## src/rtl/regfile_load_sequencer_if.sv

```systemverilog
// Board-side bus of the register-file load sequencer.
// Carries the raw buttons and switch byte in, and the register-file fields,
// write strobe and progress indicators out.
//   master : board / stimulus side (drives buttons and switches)
//   slave  : sequencer side (drives register-file fields and status)
interface regfile_load_sequencer_if;
    logic        btn_load;   // raw pushbutton, captures current field
    logic        btn_exec;   // raw pushbutton, commits the write
    logic [7:0]  data_in;    // switch value
    logic [31:0] wd3;        // register-file write data
    logic [4:0]  a1;         // read address 1
    logic [4:0]  a2;         // read address 2
    logic [4:0]  a3;         // write address
    logic        we3;        // one-cycle write enable
    logic [2:0]  field_idx;  // next field to capture
    logic [1:0]  state;      // 0 COLLECT, 1 ARMED, 2 WRITE, 3 DONE

    modport master (
        output btn_load, btn_exec, data_in,
        input  wd3, a1, a2, a3, we3, field_idx, state
    );

    modport slave (
        input  btn_load, btn_exec, data_in,
        output wd3, a1, a2, a3, we3, field_idx, state
    );
endinterface

```

## src/rtl/regfile_load_sequencer.sv

```systemverilog
// Register-file load sequencer.
// Debounces two raw pushbuttons and steps through seven fields (wd3 bytes
// 0-3, a1, a2, a3) captured from the switches, then issues a single-cycle
// write strobe on an exec press.
// Ports:
//   clk   : system clock, rising edge
//   rst_n : asynchronous active-low reset
//   bus   : slave side of regfile_load_sequencer_if (buttons, switches in;
//           wd3/a1/a2/a3/we3/field_idx/state out)
module regfile_load_sequencer #(
    parameter int unsigned DEBOUNCE_CYCLES = 250000
) (
    input logic                      clk,
    input logic                      rst_n,
    regfile_load_sequencer_if.slave  bus
);

    localparam int unsigned CntW = (DEBOUNCE_CYCLES > 1) ? $clog2(DEBOUNCE_CYCLES) : 1;
    localparam logic [CntW-1:0] CntMax = CntW'(DEBOUNCE_CYCLES - 1);

    typedef enum logic [1:0] {
        StCollect = 2'd0,
        StArmed   = 2'd1,
        StWrite   = 2'd2,
        StDone    = 2'd3
    } state_e;

    // Button index 0 = load, 1 = exec.
    logic [1:0]      raw;
    logic [1:0]      sync1_q, sync2_q;
    logic [1:0]      stable_q, stable_d;
    logic [1:0]      stable_dly_q;
    logic [CntW-1:0] cnt_q [2];
    logic [CntW-1:0] cnt_d [2];
    logic [1:0]      press;

    state_e      state_q, state_d;
    logic [2:0]  field_idx_q, field_idx_d;
    logic [31:0] wd3_q, wd3_d;
    logic [4:0]  a1_q, a1_d;
    logic [4:0]  a2_q, a2_d;
    logic [4:0]  a3_q, a3_d;
    logic        we3_q, we3_d;

    logic load_ev, exec_ev;

    assign raw = {bus.btn_exec, bus.btn_load};

    // Debounce: the stable level only follows after DEBOUNCE_CYCLES consecutive
    // cycles of disagreement; any agreement restarts the count.
    always_comb begin
        for (int i = 0; i < 2; i++) begin
            cnt_d[i]    = '0;
            stable_d[i] = stable_q[i];
            if (sync2_q[i] != stable_q[i]) begin
                if (cnt_q[i] == CntMax) begin
                    stable_d[i] = sync2_q[i];
                end else begin
                    cnt_d[i] = cnt_q[i] + CntW'(1);
                end
            end
        end
    end

    // Rising edge of the stable level only; releases never produce events.
    assign press   = stable_q & ~stable_dly_q;
    assign load_ev = press[0];
    assign exec_ev = press[1];

    always_comb begin
        state_d     = state_q;
        field_idx_d = field_idx_q;
        wd3_d       = wd3_q;
        a1_d        = a1_q;
        a2_d        = a2_q;
        a3_d        = a3_q;

        unique case (state_q)
            StCollect: begin
                if (load_ev) begin
                    field_idx_d = field_idx_q + 3'd1;
                    case (field_idx_q)
                        3'd0, 3'd1, 3'd2, 3'd3: wd3_d[{field_idx_q[1:0], 3'b000} +: 8] = bus.data_in;
                        3'd4: a1_d = bus.data_in[4:0];
                        3'd5: a2_d = bus.data_in[4:0];
                        3'd6: begin
                            a3_d        = bus.data_in[4:0];
                            field_idx_d = 3'd0;
                            state_d     = StArmed;
                        end
                        default: field_idx_d = 3'd0;
                    endcase
                end
            end
            StArmed: begin
                if (exec_ev) begin
                    state_d = StWrite;
                end else if (load_ev) begin
                    state_d     = StCollect;
                    field_idx_d = 3'd0;
                end
            end
            // Events landing in the strobe cycle are intentionally dropped.
            StWrite: state_d = StDone;
            StDone: begin
                if (exec_ev) begin
                    state_d = StWrite;
                end else if (load_ev) begin
                    wd3_d[7:0]  = bus.data_in;
                    field_idx_d = 3'd1;
                    state_d     = StCollect;
                end
            end
            default: state_d = StCollect;
        endcase

        // Registered strobe: high exactly while the FSM sits in WRITE.
        we3_d = (state_d == StWrite);
    end

    always_ff @(posedge clk or negedge rst_n) begin
        if (!rst_n) begin
            sync1_q      <= '0;
            sync2_q      <= '0;
            stable_q     <= '0;
            stable_dly_q <= '0;
            for (int i = 0; i < 2; i++) begin
                cnt_q[i] <= '0;
            end
            state_q     <= StCollect;
            field_idx_q <= 3'd0;
            wd3_q       <= 32'd0;
            a1_q        <= 5'd0;
            a2_q        <= 5'd0;
            a3_q        <= 5'd0;
            we3_q       <= 1'b0;
        end else begin
            sync1_q      <= raw;
            sync2_q      <= sync1_q;
            stable_q     <= stable_d;
            stable_dly_q <= stable_q;
            for (int i = 0; i < 2; i++) begin
                cnt_q[i] <= cnt_d[i];
            end
            state_q     <= state_d;
            field_idx_q <= field_idx_d;
            wd3_q       <= wd3_d;
            a1_q        <= a1_d;
            a2_q        <= a2_d;
            a3_q        <= a3_d;
            we3_q       <= we3_d;
        end
    end

    assign bus.wd3       = wd3_q;
    assign bus.a1        = a1_q;
    assign bus.a2        = a2_q;
    assign bus.a3        = a3_q;
    assign bus.we3       = we3_q;
    assign bus.field_idx = field_idx_q;
    assign bus.state     = state_q;

endmodule

```

## src/flat_wrapper.sv

```systemverilog
// flat-port wrapper written by rule: the top's interface ports become plain ports
module regfile_load_sequencer_flat 
#(
    parameter int unsigned DEBOUNCE_CYCLES = 250000
)
  (clk, rst_n, bus_btn_load, bus_btn_exec, bus_data_in, bus_wd3, bus_a1, bus_a2, bus_a3, bus_we3, bus_field_idx, bus_state);
  regfile_load_sequencer_if bus_i ();
  input logic clk;
  input logic rst_n;
  input wire logic [$bits(bus_i.btn_load)-1:0] bus_btn_load;
  input wire logic [$bits(bus_i.btn_exec)-1:0] bus_btn_exec;
  input wire logic [$bits(bus_i.data_in)-1:0] bus_data_in;
  output wire logic [$bits(bus_i.wd3)-1:0] bus_wd3;
  output wire logic [$bits(bus_i.a1)-1:0] bus_a1;
  output wire logic [$bits(bus_i.a2)-1:0] bus_a2;
  output wire logic [$bits(bus_i.a3)-1:0] bus_a3;
  output wire logic [$bits(bus_i.we3)-1:0] bus_we3;
  output wire logic [$bits(bus_i.field_idx)-1:0] bus_field_idx;
  output wire logic [$bits(bus_i.state)-1:0] bus_state;
  assign bus_i.btn_load = bus_btn_load;
  assign bus_i.btn_exec = bus_btn_exec;
  assign bus_i.data_in = bus_data_in;
  assign bus_wd3 = bus_i.wd3;
  assign bus_a1 = bus_i.a1;
  assign bus_a2 = bus_i.a2;
  assign bus_a3 = bus_i.a3;
  assign bus_we3 = bus_i.we3;
  assign bus_field_idx = bus_i.field_idx;
  assign bus_state = bus_i.state;
  regfile_load_sequencer #(.DEBOUNCE_CYCLES(DEBOUNCE_CYCLES)) u_core (.clk(clk), .rst_n(rst_n), .bus(bus_i));
endmodule
```

## config.mk

```make
export PLATFORM = sky130hd
export DESIGN_NAME = regfile_load_sequencer_flat
export DESIGN_NICKNAME = d
export VERILOG_FILES = /design/src/rtl/regfile_load_sequencer_if.sv /design/src/rtl/regfile_load_sequencer.sv /design/src/flat_wrapper.sv
export SDC_FILE = /design/constraint.sdc
export NUM_CORES = 1
export LEC_CHECK = 0
export CAP_MARGIN = 30
export CORE_MARGIN = 3
export CORE_UTILIZATION = 45
export DETAILED_ROUTE_END_ITERATION = 16
export PLACE_DENSITY_LB_ADDON = 0.1
export SLEW_MARGIN = 20
export SYNTH_ARGS = -nofsm -noshare
export SYNTH_HDL_FRONTEND = slang
export SYNTH_SLANG_ARGS = --single-unit
```

## constraint.sdc

```tcl
create_clock -name clk -period 5.3 [get_ports clk]
set_input_delay 1.06 -clock clk [delete_from_list [all_inputs] [get_ports clk]]
set_output_delay 1.06 -clock clk [all_outputs]
set_load 0.05 [all_outputs]
```

==> impl_metrics.json <==
{
  "path_delay_family": "buffers and inverters",
  "synth_top_area_share_pct": 54.4,
  "hold_buffers": 0,
  "yosysWarnings": 0,
  "postSynthCellCount": 426,
  "cp-start-kind": "flop",
  "cts_root_buf": "clkbuf_8",
  "crit_slowest_cell": "clkdlybuf4s50_1",
  "cts_buffers": 9,
  "syn_area_per_cell_um2": 10.5,
  "routed-via-count": 3204,
  "overflow": 0,
  "first_pass_iters": 4,
  "final_max_slew_viol_count": 0,
  "die_area_um2": 11100,
  "max_stage_delay_ps": 870,
  "synthesis.area_um2": 4460,
  "synth.distinct_cells": 34,
  "ys_ff_latch": 97,
  "yosysTopAreaCell": "dfrtp_1",
  "hold_class": "reg -> reg",
  "core_region_area_um2": 9460,
  "slew_headroom_pct": 39.0,
  "p_int_mw": 1.09,
  "hold_viol": 0,
  "switching_share_pct": 22.6,
  "synth_edf_count": 0,
  "synthFlopType": "dfrtp_1",
  "path_clk_slew_ps": 90,
  "cp.arrival_ps": 1750,
  "fmax_mhz": 356,
  "yosys-top-cells-area": "dfrtp_1, xnor2_1, nand2_1",
  "synth_nets": 449,
  "status": "completed",
  "clockPowerShare_pct": 41.1,
  "die_y_um": 106,
  "cts_resized": 0,
  "worstMarginPinSlew_ps": 911,
  "grt_pass1_wl_um": 16500,
  "pwr-share-seq_pct": 53.8,
  "drc": 0,
  "worst_setup_path_end_kind": "output pin",
  "ys_top_cells_by_count": "dfrtp_1, nand2_1, nor2_1",
  "comb_power_share_pct": 5.0,
  "p_switching_mw": 0.317,
  "routabilityCongestion": 0.812,
  "grt_usage_pct": 18.7,
  "crit_buf_inv": 1,
  "period_needed_ps": 2810,
  "grt_pass1_vias": 3277,
  "async_reset_ff_share_pct": 100,
  "wl_per_cell_um": 15.7,
  "cts_tree": "built",
  "postRouteAntennaNets": 0,
  "dieWidth_um": 106,
  "crit_chain": "clkdlybuf4s50_1",
  "drtIter0Drc": 87,
  "wl_um": 9890,
  "post_cts_buffers": 0,
  "path_max_fanout": 10,
  "fin_skew_ps": 7.61,
  "vdd_drop_max_uv": 154,
  "yosysSeqAreaShare_pct": 54.4,
  "dp_hpwl_um": 6820,
  "yosysMostFrequentCell": "dfrtp_1",
  "start_util_pct": 47.2,
  "io-pin-count": 65,
  "drive_gt1_share_pct": 9.16,
  "power_density_nw_per_um2": 256,
  "htree_levels": 3,
  "post-route-period-util_pct": 53.0,
  "grt_setup_unrepaired": "no",
  "fin_util_pct": 58.0,
  "max-cap-violations": 0,
  "cts.path.max_buffers": 2,
  "antenna_found_initial": 0,
  "io_buffers": 64,
  "layout.nets": 521,
  "crit_required_ps": 4240,
  "grt_start_max_net_pins": 56,
  "diodes": 0,
  "syn2layout_area_growth_pct": 23.0,
  "drt-vias-per-instance": 5.08,
  "p_leak_nw": 2.37,
  "clock_sinks": 97,
  "clk_latency_ps": 370,
  "setup_violations": 0,
  "rows": 35,
  "timing.setup.tns_ps": 0,
  "critPathKind": "reg -> out"
}
## logic make-up (layout without fill, tap and decap cells)
family	count (synthesis)	in the layout	synth area share (%)
AOI/OAI and AO/OA	37	37	5.86
xor gates and xnor gates	32	32	6.28
adders and majority gates	11	11	3.08
buffers and inverters	37	113	3.45
DFF	97	97	54.4
muxes	34	34	8.10
and+or+nand+nor	178	178	18.8
## sequential cells by signal, indices dropped and copies added (netlist names)
name / flops
u_core.bus.field_idx: 3
u_core.stable_dly_q: 2
u_core.bus.state: 2
u_core.sync1_q: 2
u_core.cnt_q: 36
u_core.bus.a1: 5
u_core.bus.wd3: 32
u_core.stable_q: 2
u_core.bus.we3: 1
u_core.bus.a3: 5
u_core.bus.a2: 5
u_core.sync2_q: 2
## stage by stage
step	instances	hold WS (ps)	instance area [um2]	power (mW)	worst slack, ps
after floorplan	426	331	4460	0.800	3070
after global placement	613	335	5230	0.840	2910
after detailed placement	613	350	5230	0.841	2880
after CTS	628	366	5470	1.42	2470
after global routing	631	376	5490	1.46	2410
final	631	364	5490	1.40	2490
## per-layer routing
layer | global-route usage, % | part of all wire, % | up-vias
li1 | - | - | 1598
met1 | 24.2 | 45 | 1535
met2 | 29.1 | 47 | 65
met3 | 8.02 | 6.8 | 6
met4 | 4.26 | 0.91 | 0
met5 | 0 | 0 | -
## power groups by stage
stage / clock [mW] / combinational (mW) / sequential (mW)
after detailed placement: 0 / 0.0712 / 0.770
after CTS: 0.595 / 0.0715 / 0.755
after floorplan: 0 / 0.0174 / 0.783
after global routing: 0.624 / 0.0781 / 0.757
final: 0.577 / 0.0706 / 0.755
after global placement: 0 / 0.0705 / 0.769
## placed cells by master (no fill, tap or decap), types with 2 or more instances in the layout
master	count
a21oi_1	5
buf_2	2
buf_4	2
bufinv_16	3
clkbuf_8	9
clkdlybuf4s50_1	63
dfrtp_1	97
ha_1	11
inv_1	30
inv_6	2
mux2_2	17
mux2i_1	17
nand2_1	59
nand2b_1	3
nand3_1	15
nand3_2	2
nand3b_1	2
nand4_1	10
nor2_1	43
nor2b_1	5
nor3_1	11
nor4_1	19
o21ai_0	22
o41ai_4	2
or2_2	3
or3_1	4
xnor2_1	28
xor2_1	4
## final timing paths
path / cells past startpoint / endpoint / start / slack (ps)
hold / removal: 0 / u_core.sync2_q[0] / u_core.sync1_q[0] / 360
min in group asynchronous: 1 / u_core.cnt_q[15] / rst_n / 670
setup / recovery: 1 / bus_field_idx[2] / u_core.bus.field_idx[2] / 2490
setup reg to reg: 5 / u_core.bus.a3[2] / u_core.bus.state[0] / 3100
max in group asynchronous: 2 / u_core.sync2_q[0] / rst_n / 3510
hold reg to reg: 0 / u_core.sync2_q[0] / u_core.sync1_q[0] / 360
## layout make-up
type	count	area, um2
Fill cell	845	3970
Clock inverter	6	115
Tap cell	129	161
Multi-Input combinational cell	292	1880
Clock buffer	9	124
Inverter	30	113
Sequential cell	97	2430
Timing Repair Buffer	68	667
Power figures use the tool's default switching activity.
